`config.mk`:
```
export PLATFORM = sky130hd
export DESIGN_NAME = packed_struct_fifo
export DESIGN_NICKNAME = d
export VERILOG_FILES = /design/src/rtl/packed_struct_fifo.sv
export SDC_FILE = /design/constraint.sdc
export NUM_CORES = 1
export LEC_CHECK = 0
export CAP_MARGIN = 20
export CORE_MARGIN = 3
export CORE_UTILIZATION = 55
export CTS_CLUSTER_DIAMETER = 30
export DETAILED_ROUTE_END_ITERATION = 7
export PLACE_DENSITY_LB_ADDON = 0.25
export SYNTH_ARGS = -nofsm -noshare
export SYNTH_HDL_FRONTEND = slang
export SYNTH_SLANG_ARGS = --single-unit
```
`constraint.sdc`:
```
create_clock -name clk -period 7.9 [get_ports clk]
set_input_delay 0.79 -clock clk [delete_from_list [all_inputs] [get_ports clk]]
set_output_delay 0.79 -clock clk [all_outputs]
set_load 0.02 [all_outputs]
```
`src/rtl/packed_struct_fifo.sv`:
```
// First-word-fall-through elastic buffer for 41-bit {valid, tag, data} records with saturating drop counter.
// Optional build macro TAG_SEQ_CHECK_EN adds a sticky tag-sequence error flag.
module packed_struct_fifo #(
   parameter int unsigned DEPTH  = 4,
   parameter int unsigned ADDR_W = $clog2(DEPTH),
   parameter int unsigned CNT_W  = 8
) (
   input  logic              clk,
   input  logic              rst_n,
   input  logic [40:0]       in_rec,
   output logic              in_ready,
   output logic [40:0]       out_rec,
   input  logic              out_ready,
   output logic [ADDR_W:0]   count,
   output logic [CNT_W-1:0]  drop_cnt,
   output logic              seq_err
);

   localparam int unsigned REC_W   = 41;
   localparam int unsigned PAY_W   = REC_W - 1;
   localparam int unsigned CW      = ADDR_W + 1;
   localparam int unsigned TAG_LSB = 32;

   // Only the {tag, data} payload is stored; valid is implied by occupancy.
   logic [PAY_W-1:0]  mem_q [DEPTH];
   logic [ADDR_W-1:0] wr_ptr_q, wr_ptr_d;
   logic [ADDR_W-1:0] rd_ptr_q, rd_ptr_d;
   logic [CW-1:0]     count_q, count_d;
   logic [CNT_W-1:0]  drop_cnt_q, drop_cnt_d;
   logic              push, pop;

   assign in_ready = (count_q != CW'(DEPTH));
   assign out_rec  = (count_q != '0) ? {1'b1, mem_q[rd_ptr_q]} : '0;
   assign count    = count_q;
   assign drop_cnt = drop_cnt_q;

   always_comb begin
      push       = in_rec[REC_W-1] & in_ready;
      pop        = out_rec[REC_W-1] & out_ready;
      wr_ptr_d   = wr_ptr_q + ADDR_W'(push);
      rd_ptr_d   = rd_ptr_q + ADDR_W'(pop);
      count_d    = count_q + CW'(push) - CW'(pop);
      drop_cnt_d = drop_cnt_q;
      // A write while full is refused even if the head leaves this cycle.
      if (in_rec[REC_W-1] && !in_ready && (drop_cnt_q != '1))
         drop_cnt_d = drop_cnt_q + CNT_W'(1);
   end

   always_ff @(posedge clk or negedge rst_n) begin
      if (!rst_n) begin
         wr_ptr_q   <= '0;
         rd_ptr_q   <= '0;
         count_q    <= '0;
         drop_cnt_q <= '0;
      end else begin
         wr_ptr_q   <= wr_ptr_d;
         rd_ptr_q   <= rd_ptr_d;
         count_q    <= count_d;
         drop_cnt_q <= drop_cnt_d;
      end
   end

   // Storage is intentionally not reset.
   always_ff @(posedge clk) begin
      if (push)
         mem_q[wr_ptr_q] <= in_rec[PAY_W-1:0];
   end

`ifdef TAG_SEQ_CHECK_EN
   logic [7:0] last_tag_q, last_tag_d;
   logic       seen_q, seen_d;
   logic       seq_err_q, seq_err_d;
   logic [7:0] in_tag;

   always_comb begin
      in_tag     = in_rec[TAG_LSB +: 8];
      last_tag_d = last_tag_q;
      seen_d     = seen_q;
      seq_err_d  = seq_err_q;
      if (push) begin
         last_tag_d = in_tag;
         seen_d     = 1'b1;
         if (seen_q && (in_tag != last_tag_q + 8'd1))
            seq_err_d = 1'b1;
      end
   end

   always_ff @(posedge clk or negedge rst_n) begin
      if (!rst_n) begin
         last_tag_q <= '0;
         seen_q     <= 1'b0;
         seq_err_q  <= 1'b0;
      end else begin
         last_tag_q <= last_tag_d;
         seen_q     <= seen_d;
         seq_err_q  <= seq_err_d;
      end
   end

   assign seq_err = seq_err_q;
`else
   assign seq_err = 1'b0;
`endif

endmodule

```
==> flow_summary.ini <==
[detailed_routing]
vias = 3345
viasPerCell = 5.502
drt-met1-wl_um = 5125
wl_met2_um = 6216
drtIter0Drc = 183
highest-signal-layer = met4
drcViolationCount = 0
ant_nets = 0
routed_wl_um = 12110
routedWlPerCell_um = 19.91
dr.pass1.iters = 4
wl_met3_um = 578

[timing]
rsz0062_at_grt = no
tns_ps = 0
maxSlewViolCount = 0
period_share_pct = 48.44
layout_setup_ws_ps = 4073
hold_viol_final = 0
fmax_mhz = 261.3
setup_viol = 0
worst_slew_pin_slew_ps = 1054
whs_ps = 530.5
layout_min_cycle_time_ps = 3827
finalClockSkew_ps = 7.700
relSlewSlack_pct = 29.75

[finish]
drive_gt1_share_pct = 19.09
syn_to_final_growth_pct = 25.33
final_cell_mix = 160 x edfxtp_1, 96 x clkdlybuf4s50_1, 40 x mux4_2, 40 x and2_1, 17 x clkbuf_16
final_common_cell = edfxtp_1
stdcell_area_sq_mm = 0.008544
num-nets-final = 477
final-instance-count-excl-fill = 608
antenna_cells = 0

[setup_path]
cp_top_family = buffers and inverters
crit_path_start_kind = flip-flop
cp_slowest_cell = dfrtp_2
cp.arrival_ps = 3040
worst_path_largest_cell_delay_ps = 790
ff2ff_setup_slack_ps = 5460
path_cells = buf_4 -> mux4_2 -> and2_1 -> clkdlybuf4s50_1
cp.required_ps = 7110
reg2reg_from = count[1]
critical_path_class = reg -> out
r2r-end = count[2]
crit_buf_inv = 2
worstSetupStartpoint = rd_ptr_q[0]
endpoint_kind = output pin
path_max_fanout = 23
worstRegToRegCells = 9

[clock_tree]
post_cts_buffers = 0
cts-root-buf = clkbuf_16
cts_buffers = 17
clk_pin_slew_ps = 60
htree_levels = 4
clock_latency_ps = 420
cts_buffer_depth = 2
clock_sinks = 175
hold_buffers = 0
cts_resized = 0
cts_tree = done

[global_routing]
grt_max_degree = 44
grt_pass1_vias = 3573
track_usage_pct = 18.67
grt_pass1_wl_um = 19420
antenna_found_initial = 0
grt_overflow = 0

[logic_synthesis]
async_reset_ff_share_pct = 8.571
synth_edf_count = 160
syn_area_per_cell_sq_um = 21.17
synth_cell_types = 34
synthFlopType = edfxtp_1
synth_nets = 370
ys.warnings.count = 0
syn-cell-area_sq_mm = 0.006818
synthCells = 322
seq_area_frac_synth_pct = 75.98
yosys_register_bits = 175

[floorplan]
floorplan.rows = 40
die_w_um = 117.3
die_h_um = 117.3
ios = 98
dieArea_sq_mm = 0.01377
coreArea_sq_mm = 0.01206
start_util_pct = 56.52

[worst_hold_path]
hp-start = drop_cnt[0]
min_path_type = reg -> reg
hold_end = drop_cnt[0]
min_delay_path_depth = 1

[place]
dp_cells = 578
dpl_worst_slack_ps = 4435
placed_cell_area_sq_mm = 0.007961
portBuffers = 96
dp_hpwl_um = 7380
gp_congestion = 0.7456

[run_status]
status = finished clean

[flow_run]
maxCapViolCount = 0

[pwr]
powerDensity_mw_per_mm2 = 404.5
leakagePower_nw = 2.849
ir_drop_uv = 225.5
-- cell usage after synthesis, types with 2 or more instances --
master / instances / area share [%]
xnor2_1: 8 / 1.0
dfrtp_1: 15 / 5.5
mux4_2: 40 / 13
nor2_1: 2 / 0.11
nor3_1: 2 / 0.15
mux2_2: 4 / 0.66
and3_1: 3 / 0.28
buf_2: 4 / 0.29
clkbuf_1: 6 / 0.33
nand2_1: 5 / 0.28
a31oi_1: 2 / 0.18
and2_1: 40 / 3.7
ha_1: 3 / 0.55
buf_6: 5 / 0.83
nor3b_1: 2 / 0.22
nand3_1: 3 / 0.22
edfxtp_1: 160 / 70
inv_1: 2 / 0.11
-- metrics by stage --
| stage | total power, W | utilization, % |
|---|---|---|
| 4_1_cts | 0.003499 | 70.84 |
| 6_report | 0.003456 | 70.84 |
| 3_5_place_dp | 0.002664 | 66.01 |
| 2_1_floorplan | 0.002145 | - |
| 3_3_place_gp | 0.002647 | 66.01 |
| 5_1_grt | 0.003620 | 70.84 |
-- sequential cells by signal, summed over array words and instances (netlist names) --
signal and count:
mem_q 160, wr_ptr_q 2, count 3, drop_cnt 8, rd_ptr_q 2
-- final cells by class --
| cell class | instances | area (sq um) |
|---|---|---|
| clock inverters | 9 | 142.6 |
| well taps | 168 | 210.2 |
| repair buffers | 104 | 1021 |
| inverters | 3 | 11.26 |
| fillers | 762 | 3517 |
| flip-flops and latches | 175 | 5182 |
| multi-input cells | 128 | 1536 |
| clock buffers | 21 | 440.4 |
-- worst max-delay path by stage --
stage	slack [ps]	to	depth (start not counted)
after global routing	3830	out_rec[0]	4
after CTS	3980	out_rec[0]	4
after global placement	4440	out_rec[0]	4
after detailed placement	4430	out_rec[0]	4
final	4070	out_rec[0]	4
after floorplan	3440	mem_q[1][0]	3
-- kinds of logic (layout without fill, tap and decap cells) --
group | after synthesis | in the layout | share of synthesized area [%]
flip-flops | 175 | 175 | 75.98
AND/OR/NAND/NOR | 64 | 64 | 5.799
multiplexers | 44 | 44 | 13.87
buffers and inverters | 19 | 137 | 1.725
XOR/XNOR | 9 | 9 | 1.156
AO/OA/AOI/OAI | 6 | 6 | 0.5688
adder cells (fa/ha/maj) | 4 | 4 | 0.8443
other | 1 | 1 | 0.05500
-- worst reg2reg max path: stages (launching register included) --
cell     delay, ps
dfrtp_1        460
or3_1          370
buf_4          270
nand2_1        200
xnor2_1        150
ha_1           170
inv_1           50
fa_1           370
xnor2_1        200
xnor2_1        140
-- routing by layer --
| metal | global-route usage (%) | vias to the layer above |
|---|---|---|
| li1 | - | 1502 |
| met3 | 5.063 | 15 |
| met1 | 24.21 | 1733 |
| met2 | 30.78 | 95 |
| met5 | 0 | - |
| met4 | 6.818 | 0 |
-- report_power, final --
group / internal [W] / switching [W]
logic: 0.000670 / 0.000595
registers: 0.00123 / 0.000140
clock network: 0.000521 / 0.000304
total: 0.00242 / 0.00104
Power figures use the tool's default switching activity.
